$ cat config.mk
export PLATFORM = sky130hd
export DESIGN_NAME = tsu_queue_arb
export DESIGN_NICKNAME = d
export VERILOG_FILES = /design/src/rtl/tsu_queue_arb.sv
export SDC_FILE = /design/constraint.sdc
export NUM_CORES = 1
export LEC_CHECK = 0
export ABC_AREA = 0
export BUFFER_PORTS_ARGS = -buffer_cell sky130_fd_sc_hd__buf_2
export CORE_MARGIN = 8
export CORE_UTILIZATION = 35
export DETAILED_ROUTE_END_ITERATION = 8
export HOLD_SLACK_MARGIN = 0.15
export PLACE_DENSITY = 0.68
export SLEW_MARGIN = 0
export SYNTH_ARGS = -nofsm -noshare
export SYNTH_HDL_FRONTEND = slang
export SYNTH_SLANG_ARGS = --single-unit
$ cat constraint.sdc
create_clock -name clk -period 4.4 [get_ports clk]
set_clock_uncertainty 0.05 [all_clocks]
set_input_delay 0.22 -clock clk [delete_from_list [all_inputs] [get_ports clk]]
set_output_delay 0.22 -clock clk [all_outputs]
set_load 0.005 [all_outputs]
$ cat src/rtl/tsu_queue_arb.sv
// tsu_queue_arb: round-robin read controller for time-stamp queues with valid/ready output and flush sequencing; define TSU_QUEUE_ARB_STAT_EN for accept/drop counters
module tsu_queue_arb #(
  parameter int N_PORTS = 2,
  parameter int RD_LAT = 1,
  parameter int FLUSH_CYCLES = 4
) (
  input  logic                  clk,
  input  logic                  rst_n,
  input  logic                  enable,
  input  logic                  flush,
  input  logic [8*N_PORTS-1:0]  q_rd_stat,
  input  logic [56*N_PORTS-1:0] q_rd_data,
  output logic [N_PORTS-1:0]    q_rd_en,
  output logic                  q_rst,
  output logic                  ts_valid,
  input  logic                  ts_ready,
  output logic [55:0]           ts_data,
  output logic [1:0]            ts_src,
  output logic                  busy
`ifdef TSU_QUEUE_ARB_STAT_EN
  ,
  output logic [16*N_PORTS-1:0] rd_count,
  output logic [15:0]           drop_count
`endif
);
  typedef enum logic [2:0] {ARB, READ, WAIT, HOLD, FLUSH} state_t;
  state_t state, state_nx;
  logic [1:0] last, last_nx, pick;
  logic [3:0] cnt, cnt_nx;
  logic pend, pend_nx, found, cap, drop, stat_unused;
  assign stat_unused = ^q_rd_stat;
  // first port with entries available, searching from one past the last grant
  always_comb begin
    found = 1'b0;
    pick = last;
    for (int k = 1; k <= N_PORTS; k++)
      if (!found && q_rd_stat[8*((int'(last)+k)%N_PORTS) +: 4] != 4'd0) begin
        found = 1'b1;
        pick = 2'((int'(last)+k)%N_PORTS);
      end
  end
  // next state; a flush arriving mid-read is held until the read's capture slot and then discards it
  always_comb begin
    state_nx = state;
    last_nx = last;
    cnt_nx = cnt;
    pend_nx = pend;
    cap = 1'b0;
    drop = 1'b0;
    case (state)
      ARB:
        if (flush) state_nx = FLUSH;
        else if (enable && found) begin
          state_nx = READ;
          last_nx = pick;
        end
      READ: begin
        state_nx = WAIT;
        cnt_nx = 4'd0;
        pend_nx = pend | flush;
      end
      WAIT: begin
        pend_nx = pend | flush;
        if (cnt == 4'(RD_LAT-1)) begin
          state_nx = pend_nx ? FLUSH : HOLD;
          cap = !pend_nx;
          drop = pend_nx;
        end else cnt_nx = cnt + 4'd1;
      end
      HOLD:
        if (flush) begin
          state_nx = FLUSH;
          drop = !ts_ready;
        end else if (ts_ready) state_nx = ARB;
      FLUSH:
        if (flush) cnt_nx = 4'd0;
        else if (cnt == 4'(FLUSH_CYCLES-1)) state_nx = ARB;
        else cnt_nx = cnt + 4'd1;
      default: state_nx = ARB;
    endcase
    if (state_nx == FLUSH && state != FLUSH) begin
      cnt_nx = 4'd0;
      pend_nx = 1'b0;
    end
  end
  // state, grant pointer and outputs registered from the next state so strobes are glitch-free
  always_ff @(posedge clk or negedge rst_n)
    if (!rst_n) begin
      state <= ARB;
      last <= 2'(N_PORTS-1);
      cnt <= 4'd0;
      pend <= 1'b0;
      q_rd_en <= '0;
      q_rst <= 1'b0;
      ts_valid <= 1'b0;
      ts_data <= 56'd0;
      ts_src <= 2'd0;
      busy <= 1'b0;
    end else begin
      state <= state_nx;
      last <= last_nx;
      cnt <= cnt_nx;
      pend <= pend_nx;
      q_rd_en <= state_nx == READ ? N_PORTS'(1) << last_nx : '0;
      q_rst <= state_nx == FLUSH;
      ts_valid <= state_nx == HOLD;
      busy <= state_nx != ARB;
      if (cap) begin
        ts_data <= q_rd_data[56*last +: 56];
        ts_src <= last;
      end
    end
`ifdef TSU_QUEUE_ARB_STAT_EN
  // saturating accept counters cleared on flush entry; drop counter cleared only by reset
  always_ff @(posedge clk or negedge rst_n)
    if (!rst_n) begin
      rd_count <= '0;
      drop_count <= 16'd0;
    end else begin
      if (state_nx == FLUSH && state != FLUSH) rd_count <= '0;
      else if (state == HOLD && ts_ready && rd_count[16*ts_src +: 16] != 16'hFFFF)
        rd_count[16*ts_src +: 16] <= rd_count[16*ts_src +: 16] + 16'd1;
      if (drop && drop_count != 16'hFFFF) drop_count <= drop_count + 16'd1;
    end
`endif
endmodule

* Word level (Yosys, flattened, before mapping)
Index checks and enable logic that the tools add are counted.
Operators by class: add/sub/neg operators 3, multiply operators 1, eq/ne operators 11, shift-type cells 4, multiplexer cells 26, bitwise operators 3, reductions and logical operators 14
Operator list (count):
- indexed part select 112 x 9 -> 56 bit | 1
- indexed part select 16 x 5 -> 4 bit | 2
- 2-to-1 mux 3 bit | 8
- 2-to-1 mux 4 bit | 4
- case mux 3 bit (5 select lines) | 1
- 2-to-1 mux 2 bit | 6
- case mux 4 bit (3 select lines) | 1
- nonzero test 4 bit | 3
- equality test 3 x 2 -> 1 bit (second input constant) | 3
- equality test 3 x 1 -> 1 bit (second input constant) | 2
- equality test 3 bit (second input constant) | 2
- 2-to-1 mux 1 bit | 6
- != test 3 bit (second input constant) | 2
- multiplier 3 x 2 -> 5 bit (first input constant) | 1
- adder 4 x 1 -> 4 bit (second input constant) | 1
- equality test 4 x 2 -> 1 bit (second input constant) | 1
- zero test 4 bit | 1
- != test 4 bit (second input constant) | 1
- logical AND 1 bit | 3
- zero test 3 bit | 1
- AND reduction 3 bit | 1
- nonzero test 3 bit | 1
- adder 1 bit (second input constant) | 2
- AND 1 bit (first input constant) | 2
- 5 further kinds | 6
Word-level totals: register bits 73, input port bits 133, output and inout port bits 63, word-level logic and storage cells 72

* Longest topological paths before layout
Gate-level depths: netlist (run 1).
depth in word-level cells 16, mapped depth 7, depth with buffers taken out 6

* Worst setup path after synthesis (run 1)
Ideal clock, no wire load.
kind reg-to-reg, start register cnt[0], end register cnt[1], library setup time 0.080 ns, data arrival time 1.762 ns, path slack 2.508 ns, stages on the path, launching flop included 6, period minus slack after synthesis 1.892 ns, cells stage by stage dfrtp_1 ha_1 or3b_4 o21a_1 or4b_4 o211ai_2
On the way: word-level cells in the longest chain between the ends 8, elaborated cells between the ends (all ways) 18
RTL lines:
- from (decl) | line 29 | logic [3:0] cnt, cnt_nx;
- from (signal assigned) | line 102 | cnt <= cnt_nx;
- equality test 4 x 2 -> 1 bit | line 77 | else if (cnt == 4'(FLUSH_CYCLES-1)) state_nx = ARB;
- 2-to-1 mux 3 bit | line 77
- 2-to-1 mux 3 bit | line 76 | if (flush) cnt_nx = 4'd0;
- case mux 3 bit (5 select lines) | line 50 | case (state)
- equality test 3 bit | line 81 | if (state_nx == FLUSH && state != FLUSH) begin
- logical AND 1 bit | line 81
- != test 4 bit (no source line) (tied with other cells)
- AND reduction 3 bit (no source line)
Parallel ways exist; a longest one is shown, timed or not. The select of a mux whose other input is x is not followed. A chain may end at the register's enable or synchronous reset.

* Worst setup path after layout (run 1)
start register state[0], end register ts_data[46]
On the way: word-level cells in the longest chain between the ends 2
RTL lines:
- from (decl) | line 27 | state_t state, state_nx;
- from (signal assigned) | line 100 | state <= state_nx;
- equality test 3 x 2 -> 1 bit | line 50
- 2-to-1 mux 1 bit | line 50
- to (signal assigned) | line 109 | ts_data <= q_rd_data[56*last +: 56];
- to (decl) | line 17 | output logic [55:0] ts_data,
Every way passes these cells.

==> impl_metrics.ini, run 1 <==
[sta]
max_freq_mhz = 448
tightest_slew_ns = 1.04
fin_crit_sh_pct = 50.7
final-setup-viol-count = 0
hold_slack_ns = 0.192
rsz0062_at_grt = no
relSlewSlack_pct = 30.5
hold_viol = 0
min_period_ns = 2.23
slew_viol_final = 0
setup-tns-final_ns = 0

[global_route]
track_usage_pct = 13.6
grt_max_degree = 74
grt_pass1_wl_mm = 16.5
grt_pass1_vias = 3496
antenna_found_initial = 0
gr-total-overflow = 0

[drt]
drtIter0Drc = 135
viasPerCell = 4.89
wl_per_cell_um = 15.1
drtPass1Iterations = 5
vias = 3269
drc_errors = 0
wirelength_mm = 10.1
ant_nets = 0

[finish]
layout_commonest_cell = buf_2
mostFrequentLayoutCells = buf_2 (186), dfrtp_1 (71), nor2_1 (61)
finalNetCount = 658
synthToLayoutAreaGrowth_pct = 32.8
drive_gt1_share_pct = 51.3
antenna_cells = 0

[floorplan]
fp.coreArea_sq_mm = 0.0108
die_h_um = 121
io_pins = 196
die_area_sq_mm = 0.0147
initial_core_util_pct = 35.7
die_w_um = 121
num_rows = 38

[yosys]
synth_edf_count = 0
avgSynthCellArea_sq_um = 11.2
ys.warnings.count = 0
synth_cell_type_count = 44
synth_seq_cells = 73
synthCells = 347
yosysSeqAreaShare_pct = 47.2
synthesis.nets = 482
synthFlopType = dfrtp_1
postSynth.asyncResetShare_pct = 100
synth_area_sq_mm = 0.00387

[hold_path]
hold_path_depth = 4
min_path_type = input pin to flop

[worst_setup_path]
required_ns = 4.57
worstSetupEndpointType = flop
cp.arrival_ns = 2.41
r2r_cells = 5
crit_type = flop to flop
worst_setup_path_start_kind = flop
cp_max_fo = 60

[clocking]
postCtsSetupBuffers = 0
clockBufferDepth = 2
cts.sinks = 73
root_buffer = clkbuf_8
clock_latency_ns = 0.34
clk_pin_slew_ns = 0.08
cts_buffers = 9
cts_tree = yes
h-tree-depth = 3

[run]
cap_violations = 0

[pwr]
clkPwrFrac_pct = 26.9
p_comb_share_pct = 29.9
leakage_nw = 3.01
p_int_mw = 1.60
seqPwrFrac_pct = 43.2
p_switching_mw = 0.707
peakVddDrop_uv = 259
power_density_mw_per_mm2 = 449
switching_share_pct = 30.6

[status]
outcome = finished, final reports clean

[place]
routabilityCongestion = 0.793
port_buffers = 187
hpwl_mm = 7.49
==> sequential cells by signal, indices dropped and copies added, names as in the netlist <==
signal and cells:
ts_data 56, pend 1, ts_src 2, q_rst 1
cnt 4, state 3, ts_valid 1, last 2
q_rd_en 2, busy 1
==> per-layer routing <==
layer / up-vias / wire (um) / global-route usage, %
met5: - / 0 / 0
met4: 0 / 95 / 3.70
met1: 1564 / 4060 / 15.1
met2: 127 / 4910 / 23.6
li1: 1568 / - / -
met3: 10 / 1020 / 5.68
==> what timing repair did <==
action,CTS,global route
hold buffers,1,0
resized for setup,0,0
hold endpoints to repair,72,0
==> area by class of cell <==
cell class	instances	area [sq um]
tap	140	175
multi-input combinational	243	1920
clock inverter	5	104
fill	1025	5700
timing repair buffer	189	956
inverter	7	26.3
clock buffer	11	131
sequential	73	1830
==> logic make-up after synthesis <==
logic type,synth area share (%)
flip-flops,47.2
AND/OR/NAND/NOR,11.3
XOR/XNOR,0.452
AO/OA/AOI/OAI,5.72
multiplexers,31.3
adder cells (fa/ha/maj),0.646
buffers and inverters,3.39
==> metrics by stage <==
step           total power, mW  setup WS [ns]  area [sq um]  std cells  util, %
5_1_grt                   2.49           2.03          5140        668     47.4
3_5_place_dp              1.72           2.20          4900        651     45.2
4_1_cts                   2.35           2.18          5140        668     47.4
2_1_floorplan             1.44           2.51          3870        347        -
6_report                  2.31           2.17          5140        668     47.4
3_3_place_gp              1.68           2.23          4900        651     45.2
==> worst max-delay path, cell delays in order (launching register included) <==
cell      delay, ns
dfrtp_1        0.66
nand2b_1       0.20
nor3_1         0.08
nand2_2        0.07
buf_4          0.56
mux2_2         0.41
==> cells in the mapped netlist (2+ instances only) <==
| cell | number | area share (%) |
|---|---|---|
| clkbuf_1 | 11 | 1.1 |
| nor2_1 | 61 | 5.9 |
| mux2_2 | 55 | 16 |
| o21bai_1 | 2 | 0.39 |
| nor3_1 | 5 | 0.65 |
| inv_1 | 7 | 0.68 |
| or3b_2 | 2 | 0.45 |
| mux2_1 | 3 | 0.87 |
| o21ai_0 | 7 | 0.90 |
| ha_1 | 2 | 0.65 |
| or4_1 | 2 | 0.39 |
| nand2b_1 | 3 | 0.48 |
| a211oi_1 | 2 | 0.39 |
| or2_2 | 4 | 0.65 |
| dfrtp_1 | 72 | 47 |
| nand2_1 | 2 | 0.19 |
| mux2i_1 | 56 | 14 |
| a21oi_1 | 7 | 0.90 |
| a31oi_1 | 2 | 0.32 |
| nand3_1 | 2 | 0.26 |
| buf_2 | 12 | 1.6 |
| nor2b_1 | 6 | 0.97 |
==> path summary, 6_finish.rpt <==
check	from	to	slack (ns)
setup / recovery	state[0]	ts_data[46]	2.17
hold / removal	ts_ready	ts_valid	0.19
setup reg to reg	state[0]	ts_data[46]	2.17
hold reg to reg	ts_data[40]	ts_data[40]	0.44
max in group asynchronous	rst_n	last[1]	3.18
min in group asynchronous	rst_n	last[1]	0.51
==> power by group through the flow <==
stage	logic, mW	clock network (mW)	registers [mW]
after floorplan	0.565	0	0.876
after global placement	0.681	0	1.00
after detailed placement	0.701	0	1.01
after CTS	0.704	0.649	1.00
after global routing	0.777	0.681	1.03
final	0.690	0.622	0.996
No activity file was read; power rests on OpenSTA's default activity.
==> run 2: changes to the inputs <==
ABC_AREA = 1   (was 0)
PLACE_DENSITY = 0.71   (was 0.68)
clock period = 1.8 ns   (was 4.4 ns; I/O delays follow)
==> run 2 against run 1 <==
Via count increased by 19%. Highest routed layer unchanged. Combinational power grew to 3.5 times the previous value. Synthesized cell count up 4.3%.
==> impl_metrics.ini, run 2 <==
[floorplan]
die_w_um = 119
die_h_um = 119
die_area_sq_mm = 0.0141
fp.coreArea_sq_mm = 0.0103
initial_core_util_pct = 36.0
num_rows = 37
io_pins = 196

[drt]
wirelength_mm = 13.2
drc_errors = 0
ant_nets = 0
wl_per_cell_um = 16.0
drtIter0Drc = 159
drtPass1Iterations = 4
vias = 3882
viasPerCell = 4.71

[clocking]
clk_pin_slew_ns = 0.07
cts_tree = yes
cts.sinks = 73
root_buffer = clkbuf_8
cts_buffers = 9
clock_latency_ns = 0.34
clockBufferDepth = 2
h-tree-depth = 3

[yosys]
postSynth.asyncResetShare_pct = 100
synthAdderAreaFrac_pct = 0.676
synth_seq_cells = 73
synth_xor_area_share_pct = 0.947
ys_top_cells_by_count = nand2_1 (81), dfrtp_1 (72), mux2i_1 (56)
synthCells = 362
synthesis.nets = 497
synth_area_sq_mm = 0.00370
yosysSeqAreaShare_pct = 49.4
yosysTopAreaCellShare_pct = 48.7
synth_most_common_cell = nand2_1
synth_area_leader_cell = dfrtp_1
synth_area_leaders = dfrtp_1 (49%), mux2i_1 (15%), nand2_1 (8.2%)
synth_compound_area_share_pct = 11.8
avgSynthCellArea_sq_um = 10.2
synthSimpleGateAreaFrac_pct = 15.5
synthFlopType = dfrtp_1
synth_mux_area_share_pct = 15.2
synth_edf_count = 0
synth_cell_type_count = 31
synth_top_family_by_area = simple AND/OR/NAND/NOR gates
ys.warnings.count = 0

[finish]
utilization_pct = 60.9
mostFrequentLayoutCells = buf_2 (186), dlygate4sd3_1 (123), nand2_1 (79)
design_area_sq_mm = 0.00626
top_regs = ts_data: 56 flops, cnt: 4 flops, state: 3 flops
synthToLayoutAreaGrowth_pct = 69.3
layout_commonest_cell = buf_2
regMostFlops = ts_data
largest_reg_flops = 56
finalNetCount = 811
drive_gt1_share_pct = 37.9

[place]
placed_cell_area_sq_mm = 0.00478
port_buffers = 187
hpwl_mm = 7.79
routabilityCongestion = 0.800
dp_slack_ns = 0.0182

[worst_setup_path]
crit_type = input pin to flop
required_ns = 2.04
critPathSlowestCell = dlygate4sd3_1
critPathBufInv = 4
cp_top_family = buffers and inverters
cp.arrival_ns = 1.98
cp_cell_sequence = dlygate4sd3_1 > buf_2 > nor2_1 > dlygate4sd3_1 > nand4_1 > nand2_1 > nor2_2 > xor2_1 > buf_4
cp_common_cell = dlygate4sd3_1
cp_max_fo = 2
worstSetupEndpointType = flop
cp_slowest_stage_delay_ns = 0.58
worst_setup_path_start_kind = input pin

[sta]
hold_viol = 0
final-setup-viol-count = 0
max_freq_mhz = 576
fin_ws_ns = 0.0625
rsz0062_at_grt = yes
tightest_slew_ns = 0.501
min_period_ns = 1.74
relSlewSlack_pct = 66.6
slew_viol_final = 0
fin_crit_sh_pct = 96.5

[global_route]
grt_util_met1_pct = 17.4
grt_use_met2_pct = 34.0
antenna_found_initial = 8
use_met3_pct = 6.28
grt_max_degree = 38
track_usage_pct = 18.6
grt.busiest_layer = met2
grt_pass1_vias = 4408
gr-total-overflow = 0
grt_pass1_wl_mm = 21.3

[pwr]
peakVddDrop_uv = 456
total_power_mw = 5.70
power_density_mw_per_mm2 = 911
leakage_nw = 3.34

[status]
outcome = finished, final reports clean

[hold_path]
min_path_type = input pin to async pin

[run]
cap_violations = 0
run 2: final timing paths:
path,from,endpoint,slack [ns],cells after the start
max,q_rd_stat[3],last[0],0.06,9
min,rst_n,ts_data[45],0.21,2
max reg2reg,cnt[1],busy,0.11,10
min reg2reg,ts_data[12],ts_data[12],0.43,2
max in group asynchronous,rst_n,last[0],0.87,3
min in group clk,ts_ready,state[1],0.21,6
run 2: report_power, final:
group          total [mW]  switching (mW)  internal [mW]
combinational        2.44            1.22           1.22
clock                1.13           0.607          0.522
sequential           2.14           0.201           1.94
run 2: logic make-up after synthesis:
group           Yosys count
flops                    73
simple gates            122
mux                      56
buf+inv                  41
compound gates           64
fa+ha+maj                 2
xor+xnor                  4
run 2: area by class of cell:
type / count / area, sq um
flip-flops and latches: 73 / 1830
diodes: 9 / 22.5
clock buffers: 11 / 141
clock inverters: 4 / 20.0
repair buffers: 322 / 2330
inverters: 22 / 82.6
multi-input cells: 248 / 1660
well taps: 136 / 170
fillers: 829 / 4020
run 2: worst register-to-register path, stage by stage (launching register included):
cell and delay, ns:
dfrtp_1 0.41, inv_1 0.06, ha_1 0.17, inv_1 0.09, nor3_4 0.05, buf_6 0.14, nand3_4 0.08, buf_12 0.18
nand2_1 0.07, nor2_1 0.15, nand4_1 0.10
run 2: timing repair:
action	in CTS	in global routing
hold buffers	123	0
setup buffers	0	4
setup endpoints to repair	0	52
hold endpoints to repair	131	0
gates resized for setup	0	12
run 2: per-layer routing:
layer	wire length (um)	part of all wire, %
met5	0	0
met4	665	5.0
met3	909	6.9
met2	7020	53
met1	4600	35
run 2: through the flow:
stage / cells / TNS (ns) / hold slack, ns
6_report: 825 / 0 / 0.209
5_1_grt: 824 / -0.0625 / 0.242
2_1_floorplan: 362 / 0 / -0.256
4_1_cts: 812 / 0 / 0.193
3_3_place_gp: 674 / 0 / 0.0347
3_5_place_dp: 674 / 0 / 0.0412
